### src/rtl/single_wire_pkg.sv
// Shared types and frame helpers for the single-wire sensor reader.
package single_wire_pkg;

  localparam int unsigned FRAME_BITS = 40;
  localparam int unsigned BYTE_W     = 8;
  localparam int unsigned DATA_W     = 16;
  localparam int unsigned BIT_IDX_W  = 6;
  localparam int unsigned SUM_W      = BYTE_W + 2;

  localparam int unsigned BYTE_HUM_HI  = 0;
  localparam int unsigned BYTE_HUM_LO  = 1;
  localparam int unsigned BYTE_TEMP_HI = 2;
  localparam int unsigned BYTE_TEMP_LO = 3;
  localparam int unsigned BYTE_CSUM    = 4;

  typedef enum logic [2:0] {
    S_IDLE,
    S_START_LOW,
    S_WAIT_RESP,
    S_RESP_LOW,
    S_RESP_HIGH,
    S_BIT_LOW,
    S_BIT_HIGH,
    S_CHECK
  } state_e;

  typedef enum logic [1:0] {
    ERR_NONE         = 2'd0,
    ERR_RESP_TIMEOUT = 2'd1,
    ERR_BIT_TIMEOUT  = 2'd2,
    ERR_CHECKSUM     = 2'd3
  } err_code_e;

  typedef logic [FRAME_BITS-1:0] frame_t;

  // Byte 0 is the first byte on the wire (frame MSBs).
  function automatic logic [BYTE_W-1:0] frame_byte(frame_t f, int unsigned idx);
    return BYTE_W'(f >> (BYTE_W * (FRAME_BITS / BYTE_W - 1 - idx)));
  endfunction

  function automatic logic checksum_ok(frame_t f);
    logic [SUM_W-1:0] sum;
    sum = SUM_W'(frame_byte(f, BYTE_HUM_HI)) + SUM_W'(frame_byte(f, BYTE_HUM_LO))
        + SUM_W'(frame_byte(f, BYTE_TEMP_HI)) + SUM_W'(frame_byte(f, BYTE_TEMP_LO));
    return sum[BYTE_W-1:0] == frame_byte(f, BYTE_CSUM);
  endfunction

endpackage

### src/rtl/single_wire_reader_if.sv
// Pad-buffer and fan-control side signals of the single-wire reader.
interface single_wire_reader_if;
  import single_wire_pkg::*;

  logic              start;
  logic              line_in;
  logic              drive_en;
  logic              drive_data;
  logic              busy;
  logic              valid;
  logic [DATA_W-1:0] humidity;
  logic [DATA_W-1:0] temperature;
  logic              error;
  err_code_e         err_code;

  modport master (
    output start, line_in,
    input  drive_en, drive_data, busy, valid, humidity, temperature, error, err_code
  );

  modport slave (
    input  start, line_in,
    output drive_en, drive_data, busy, valid, humidity, temperature, error, err_code
  );

endinterface

### src/rtl/single_wire_reader_line_synchronizer.sv
// Two-flop synchronizer for the raw pad level with registered edge flags
// that line up with the cycle in which the synchronized level changes.
module single_wire_reader_line_synchronizer (
  input  logic clk,
  input  logic rst_n,
  input  logic line_i,
  output logic ls_o,
  output logic fall_o,
  output logic rise_o
);

  logic s1_q;
  logic s2_q;
  logic fall_q;
  logic rise_q;

  always_ff @(posedge clk) begin
    if (!rst_n) begin
      s1_q   <= 1'b1;
      s2_q   <= 1'b1;
      fall_q <= 1'b0;
      rise_q <= 1'b0;
    end else begin
      s1_q   <= line_i;
      s2_q   <= s1_q;
      fall_q <= s2_q & ~s1_q;
      rise_q <= ~s2_q & s1_q;
    end
  end

  assign ls_o   = s2_q;
  assign fall_o = fall_q;
  assign rise_o = rise_q;

endmodule

### src/rtl/single_wire_reader.sv
// Host-side reader for a DHT-style single-wire sensor: start pulse,
// response timing, 40-bit pulse-width decode and checksum.
module single_wire_reader
  import single_wire_pkg::*;
#(
  parameter int unsigned START_LOW_CYCLES  = 1800000,
  parameter int unsigned BIT_THRESH_CYCLES = 5000,
  parameter int unsigned TIMEOUT_CYCLES    = 20000,
  parameter int unsigned CNT_W             = 21
) (
  input logic                 clk,
  input logic                 rst_n,
  single_wire_reader_if.slave bus
);

  localparam logic [CNT_W-1:0]     START_LAST   = CNT_W'(START_LOW_CYCLES - 1);
  localparam logic [CNT_W-1:0]     THRESH       = CNT_W'(BIT_THRESH_CYCLES);
  localparam logic [CNT_W-1:0]     TIMEOUT_LAST = CNT_W'(TIMEOUT_CYCLES - 1);
  localparam logic [BIT_IDX_W-1:0] LAST_BIT     = BIT_IDX_W'(FRAME_BITS - 1);

  state_e              state_q;
  logic [CNT_W-1:0]    cnt_q;
  logic [CNT_W-1:0]    cnt_inc_c;
  logic [BIT_IDX_W-1:0] bit_idx_q;
  frame_t              shift_q;
  logic                drive_en_q;
  logic                busy_q;
  logic                valid_q;
  logic                error_q;
  err_code_e           err_code_q;
  logic [DATA_W-1:0]   humidity_q;
  logic [DATA_W-1:0]   temperature_q;
  logic                ls;
  logic                ls_fall;
  logic                ls_rise;
  logic                timeout_c;

  single_wire_reader_line_synchronizer u_sync (
    .clk    (clk),
    .rst_n  (rst_n),
    .line_i (bus.line_in),
    .ls_o   (ls),
    .fall_o (ls_fall),
    .rise_o (ls_rise)
  );

  assign cnt_inc_c = (&cnt_q) ? cnt_q : cnt_q + CNT_W'(1);
  assign timeout_c = (cnt_q >= TIMEOUT_LAST);

  always_ff @(posedge clk) begin
    if (!rst_n) begin
      state_q       <= S_IDLE;
      cnt_q         <= '0;
      bit_idx_q     <= '0;
      shift_q       <= '0;
      drive_en_q    <= 1'b0;
      busy_q        <= 1'b0;
      valid_q       <= 1'b0;
      error_q       <= 1'b0;
      err_code_q    <= ERR_NONE;
      humidity_q    <= '0;
      temperature_q <= '0;
    end else begin
      valid_q <= 1'b0;
      error_q <= 1'b0;
      cnt_q   <= cnt_inc_c;
      unique case (state_q)
        S_IDLE: begin
          cnt_q <= '0;
          // A start coinciding with the result pulse is dropped.
          if (bus.start && !valid_q && !error_q) begin
            state_q    <= S_START_LOW;
            bit_idx_q  <= '0;
            shift_q    <= '0;
            err_code_q <= ERR_NONE;
            busy_q     <= 1'b1;
            drive_en_q <= 1'b1;
          end
        end
        S_START_LOW: begin
          if (cnt_q == START_LAST) begin
            state_q    <= S_WAIT_RESP;
            cnt_q      <= '0;
            drive_en_q <= 1'b0;
          end
        end
        // ls still shows the host's own low for a few cycles; wait for a real fall.
        S_WAIT_RESP: begin
          if (ls_fall) begin
            state_q <= S_RESP_LOW;
            cnt_q   <= '0;
          end else if (timeout_c) begin
            state_q    <= S_IDLE;
            cnt_q      <= '0;
            busy_q     <= 1'b0;
            error_q    <= 1'b1;
            err_code_q <= ERR_RESP_TIMEOUT;
          end
        end
        S_RESP_LOW: begin
          if (ls) begin
            state_q <= S_RESP_HIGH;
            cnt_q   <= '0;
          end else if (timeout_c) begin
            state_q    <= S_IDLE;
            cnt_q      <= '0;
            busy_q     <= 1'b0;
            error_q    <= 1'b1;
            err_code_q <= ERR_RESP_TIMEOUT;
          end
        end
        S_RESP_HIGH: begin
          if (!ls) begin
            state_q <= S_BIT_LOW;
            cnt_q   <= '0;
          end else if (timeout_c) begin
            state_q    <= S_IDLE;
            cnt_q      <= '0;
            busy_q     <= 1'b0;
            error_q    <= 1'b1;
            err_code_q <= ERR_RESP_TIMEOUT;
          end
        end
        S_BIT_LOW: begin
          if (ls_rise) begin
            // The rise cycle already belongs to the high pulse.
            state_q <= S_BIT_HIGH;
            cnt_q   <= CNT_W'(1);
          end else if (timeout_c) begin
            state_q    <= S_IDLE;
            cnt_q      <= '0;
            busy_q     <= 1'b0;
            error_q    <= 1'b1;
            err_code_q <= ERR_BIT_TIMEOUT;
          end
        end
        S_BIT_HIGH: begin
          if (ls_fall) begin
            shift_q   <= {shift_q[FRAME_BITS-2:0], (cnt_q > THRESH)};
            bit_idx_q <= bit_idx_q + BIT_IDX_W'(1);
            cnt_q     <= '0;
            state_q   <= (bit_idx_q == LAST_BIT) ? S_CHECK : S_BIT_LOW;
          end else if (timeout_c) begin
            state_q    <= S_IDLE;
            cnt_q      <= '0;
            busy_q     <= 1'b0;
            error_q    <= 1'b1;
            err_code_q <= ERR_BIT_TIMEOUT;
          end
        end
        S_CHECK: begin
          state_q <= S_IDLE;
          cnt_q   <= '0;
          busy_q  <= 1'b0;
          if (checksum_ok(shift_q)) begin
            humidity_q    <= {frame_byte(shift_q, BYTE_HUM_HI), frame_byte(shift_q, BYTE_HUM_LO)};
            temperature_q <= {frame_byte(shift_q, BYTE_TEMP_HI), frame_byte(shift_q, BYTE_TEMP_LO)};
            valid_q       <= 1'b1;
          end else begin
            error_q    <= 1'b1;
            err_code_q <= ERR_CHECKSUM;
          end
        end
        default: begin
          state_q    <= S_IDLE;
          drive_en_q <= 1'b0;
          busy_q     <= 1'b0;
        end
      endcase
    end
  end

  assign bus.drive_en    = drive_en_q;
  assign bus.drive_data  = 1'b0;
  assign bus.busy        = busy_q;
  assign bus.valid       = valid_q;
  assign bus.error       = error_q;
  assign bus.err_code    = err_code_q;
  assign bus.humidity    = humidity_q;
  assign bus.temperature = temperature_q;

endmodule

### src/flat_wrapper.sv
// flat-port wrapper written by rule: the top's interface ports become plain ports
module single_wire_reader_flat import single_wire_pkg::*;
#(
  parameter int unsigned START_LOW_CYCLES  = 1800000,
  parameter int unsigned BIT_THRESH_CYCLES = 5000,
  parameter int unsigned TIMEOUT_CYCLES    = 20000,
  parameter int unsigned CNT_W             = 21
)
  (clk, rst_n, bus_start, bus_line_in, bus_drive_en, bus_drive_data, bus_busy, bus_valid, bus_humidity, bus_temperature, bus_error, bus_err_code);
  single_wire_reader_if bus_i ();
  input logic clk;
  input logic rst_n;
  input wire logic [$bits(bus_i.start)-1:0] bus_start;
  input wire logic [$bits(bus_i.line_in)-1:0] bus_line_in;
  output wire logic [$bits(bus_i.drive_en)-1:0] bus_drive_en;
  output wire logic [$bits(bus_i.drive_data)-1:0] bus_drive_data;
  output wire logic [$bits(bus_i.busy)-1:0] bus_busy;
  output wire logic [$bits(bus_i.valid)-1:0] bus_valid;
  output wire logic [$bits(bus_i.humidity)-1:0] bus_humidity;
  output wire logic [$bits(bus_i.temperature)-1:0] bus_temperature;
  output wire logic [$bits(bus_i.error)-1:0] bus_error;
  output wire logic [$bits(bus_i.err_code)-1:0] bus_err_code;
  assign bus_i.start = bus_start;
  assign bus_i.line_in = bus_line_in;
  assign bus_drive_en = bus_i.drive_en;
  assign bus_drive_data = bus_i.drive_data;
  assign bus_busy = bus_i.busy;
  assign bus_valid = bus_i.valid;
  assign bus_humidity = bus_i.humidity;
  assign bus_temperature = bus_i.temperature;
  assign bus_error = bus_i.error;
  assign bus_err_code = bus_i.err_code;
  single_wire_reader #(.START_LOW_CYCLES(START_LOW_CYCLES), .BIT_THRESH_CYCLES(BIT_THRESH_CYCLES), .TIMEOUT_CYCLES(TIMEOUT_CYCLES), .CNT_W(CNT_W)) u_core (.clk(clk), .rst_n(rst_n), .bus(bus_i));
endmodule
### config.mk
export PLATFORM = sky130hd
export DESIGN_NAME = single_wire_reader_flat
export DESIGN_NICKNAME = d
export VERILOG_FILES = /design/src/rtl/single_wire_pkg.sv /design/src/rtl/single_wire_reader_if.sv /design/src/rtl/single_wire_reader_line_synchronizer.sv /design/src/rtl/single_wire_reader.sv /design/src/flat_wrapper.sv
export SDC_FILE = /design/constraint.sdc
export NUM_CORES = 1
export LEC_CHECK = 0
export CORE_MARGIN = 4
export CORE_UTILIZATION = 46
export DETAILED_ROUTE_END_ITERATION = 12
export GPL_ROUTABILITY_DRIVEN = 0
export PLACE_DENSITY = 0.68
export SETUP_SLACK_MARGIN = 0.2
export SYNTH_ARGS = -nofsm -noshare
export SYNTH_HDL_FRONTEND = slang
export SYNTH_SLANG_ARGS = --single-unit
### constraint.sdc
create_clock -name clk -period 3.55 [get_ports clk]
set_clock_uncertainty 0.05 [all_clocks]
set_input_delay 0.71 -clock clk [delete_from_list [all_inputs] [get_ports clk]]
set_output_delay 0.71 -clock clk [all_outputs]
set_load 0.005 [all_outputs]
==> reports/metrics.cfg <==
[outcome]
status = finished with violations
violations = negative setup slack

[critical_path]
crit_family = adder cells
crit_required_ns = 3.70
end_kind = flip-flop
path_class = flip-flop to flip-flop
worstPathMaxFanout = 32
slowest_delay_ns = 0.54
cp_num_buf_inv = 5
crit_chain = fa_1, inv_2, fa_1, inv_1, ha_2, inv_2, fa_2, xnor2_2, nor4_2, buf_4, o2111ai_4, buf_12, o31ai_1, a21oi_1
cp.arrival_ns = 3.73
worst_setup_path_start_kind = flip-flop
cpMaxStageDelayCell = fa_1

[floorplanning]
rows = 39
start_util = 0.4780
die_x_um = 117.9
io_pins = 43
die-area_sq_um = 13890
coreArea_sq_um = 11610
fp.dieH_um = 117.9

[sta]
grt_setup_unrepaired = yes
relSlewSlack = 0.5506
timing.hold.ws_ns = 0.4183
setup_violations = 2
tns_ns = -0.04024
worst_pin_slew_ns = 0.6731
finalCritPeriodShare = 1.008
hold_viol_final = 0
layout_min_cycle_time_ns = 3.580
max_freq_mhz = 279.3
setup_ws_ns = -0.03004
finalMaxSlewViolations = 0

[cells_and_area]
finish.utilization = 0.5712
fin_area_sq_um = 6634
final_cells = 792
area_delta_synth_final_pct = 19.50
layout-drive-gt1-share = 0.1186
n_antenna_cell = 0
final_net_count = 674

[logic_synthesis]
synth_top_area_share = 0.4039
ys_types = 67
syn_area_sq_um = 5552
synth_common_cells = dfxtp_1 (112), nor2_1 (81), a21oi_1 (49)
ys_seq_elements = 112
synth.avg_cell_area_sq_um = 9.027
yosys_warnings = 0
synth-async-reset-ratio = 0
ys_seq_area_frac = 0.4039
synth_top_area_cell = dfxtp_1
syn_inst = 615
synth_area_leaders = dfxtp_1 (40%), nor2_1 (5.5%), a22oi_1 (5.1%), fa_1 (5.0%), o31ai_1 (4.6%)
synthFlopType = dfxtp_1
synth_edf_count = 0
synth_nets = 643
synth.most_common_cell = dfxtp_1

[placed_design]
place_inst = 772
dp_slack_ns = -0.08652
postPlaceCellArea_sq_um = 6162
port_buffers = 41
hpwl_um = 9088

[clock_tree]
clock-root-buffer = clkbuf_16
clock_sinks = 112
clk_pin_slew_ns = 0.07
clockBufferDepth = 2
clk_latency_ns = 0.35
htreeDepth = 3
cts-buffers-inserted = 9
cts_tree = built

[drt]
drtIter0Drc = 321
routed_wl_um = 13120
routedWlPerCell_um = 16.56
dr.pass1.iters = 5
vias = 4738
via_per_inst = 5.982
route.detailed.drc = 0
ant_nets = 0

[power]
p_int_mw = 1.971
clockPowerShare = 0.453
p_sw_mw = 0.4984
ir_drop_mv = 0.2170
netSwitchingFraction = 0.2018
p_seq_frac = 0.514
power_density_nw_per_um2 = 372.2
p_leak_nw = 2.342
pwr-share-comb = 0.033
fin_total_pwr_mw = 2.469

[global_route]
grt_antenna_before_repair = 0
gr-total-overflow = 0
track_usage = 0.1941
grt_pass1_wl_um = 22540
grt_max_degree = 48
grt_pass1_vias = 4499

[flow_run]
drv_cap = 0

[min_path]
hp-class = flip-flop to flip-flop

[power by group through the flow]
stage	Sequential [mW]	Combinational (mW)	Clock, mW
final	1.27	0.0810	1.12
after CTS	1.27	0.0803	1.14
after floorplan	1.29	0.0612	0
after global placement	1.30	0.0784	0
after global routing	1.27	0.0887	1.18
after detailed placement	1.30	0.0787	0
[flip-flops by register name (all words and copies together) (netlist names), 2 cells and up]
name	cells
u_core.shift_q	40
u_core.bus.err_code	2
u_core.state_q	3
u_core.bus.humidity	16
u_core.cnt_q	21
u_core.bit_idx_q	6
u_core.bus.temperature	16
[per-layer routing]
| layer | GRT usage | routed length (um) |
|---|---|---|
| met5 | 0 | 0 |
| met4 | 0.07399 | 282 |
| met3 | 0.03556 | 619 |
| met2 | 0.3043 | 6042 |
| met1 | 0.2667 | 6170 |
[layout by cell type, fill, tap and decap left out, types with 4 or more instances in the layout]
cell and n:
clkbuf_16 10, a22oi_1 38, a211oi_2 4, o211ai_1 4, fa_1 13, clkdlybuf4s50_1 41
xnor2_1 15, o21ai_0 5, nor3_1 4, o31ai_2 5, nand2b_1 6, nand2_1 26
nand4_1 36, nand3_1 14, and3_1 7, buf_12 4, o31ai_1 29, dfxtp_1 111
ha_1 9, a21oi_1 45, buf_4 18, a21oi_2 4, nor2_1 81, xor2_1 18
inv_1 21
[cell families (layout without fill, tap and decap cells)]
kind of cell,after synthesis,in the layout,synth area share
other cells,1,1,0.0006755
mux,3,3,0.005409
xor+xnor,38,38,0.06491
flops,112,112,0.4039
simple gates,203,203,0.1873
buf+inv,70,104,0.05544
compound gates,164,164,0.2094
fa+ha+maj,24,24,0.07302
[layout make-up]
type                    count  area, sq um
fillers                  1045         4980
clock buffers              10        229.0
inverters                  24        90.09
flip-flops and latches    112         2243
repair buffers             66        673.1
well taps                 143        178.9
multi-input cells         433         3124
clock inverters             4        95.09
[worst register-to-register path, stage by stage (launching register included)]
cell and delay, ns:
dfxtp_2 0.33, fa_1 0.54, inv_2 0.04, fa_1 0.50, inv_1 0.04, ha_2 0.18, inv_2 0.05, fa_2 0.45
xnor2_2 0.15, nor4_2 0.22, buf_4 0.17, o2111ai_4 0.12, buf_12 0.21, o31ai_1 0.25, a21oi_1 0.12
[timing repair]
action | CTS | global route
pin swaps | 3 | 5
gates cloned | 0 | 1
hold buffers | 0 | 0
setup buffers | 4 | 1
endpoints found under the setup margin | 36 | 36
resized for setup | 8 | 11
[final timing paths]
| kind | from | endpoint | slack [ns] | cells after the start |
|---|---|---|---|---|
| worst max-delay path | u_core.shift_q[9] | u_core.bus.temperature[4] | -0.03 | 14 |
| worst min-delay path | u_core.bus.humidity[5] | u_core.bus.humidity[5] | 0.42 | 2 |
| worst max register to register | u_core.shift_q[9] | u_core.bus.temperature[4] | -0.03 | 14 |
| worst min register to register | u_core.bus.humidity[5] | u_core.bus.humidity[5] | 0.42 | 2 |
No activity file was read; power rests on OpenSTA's default activity.
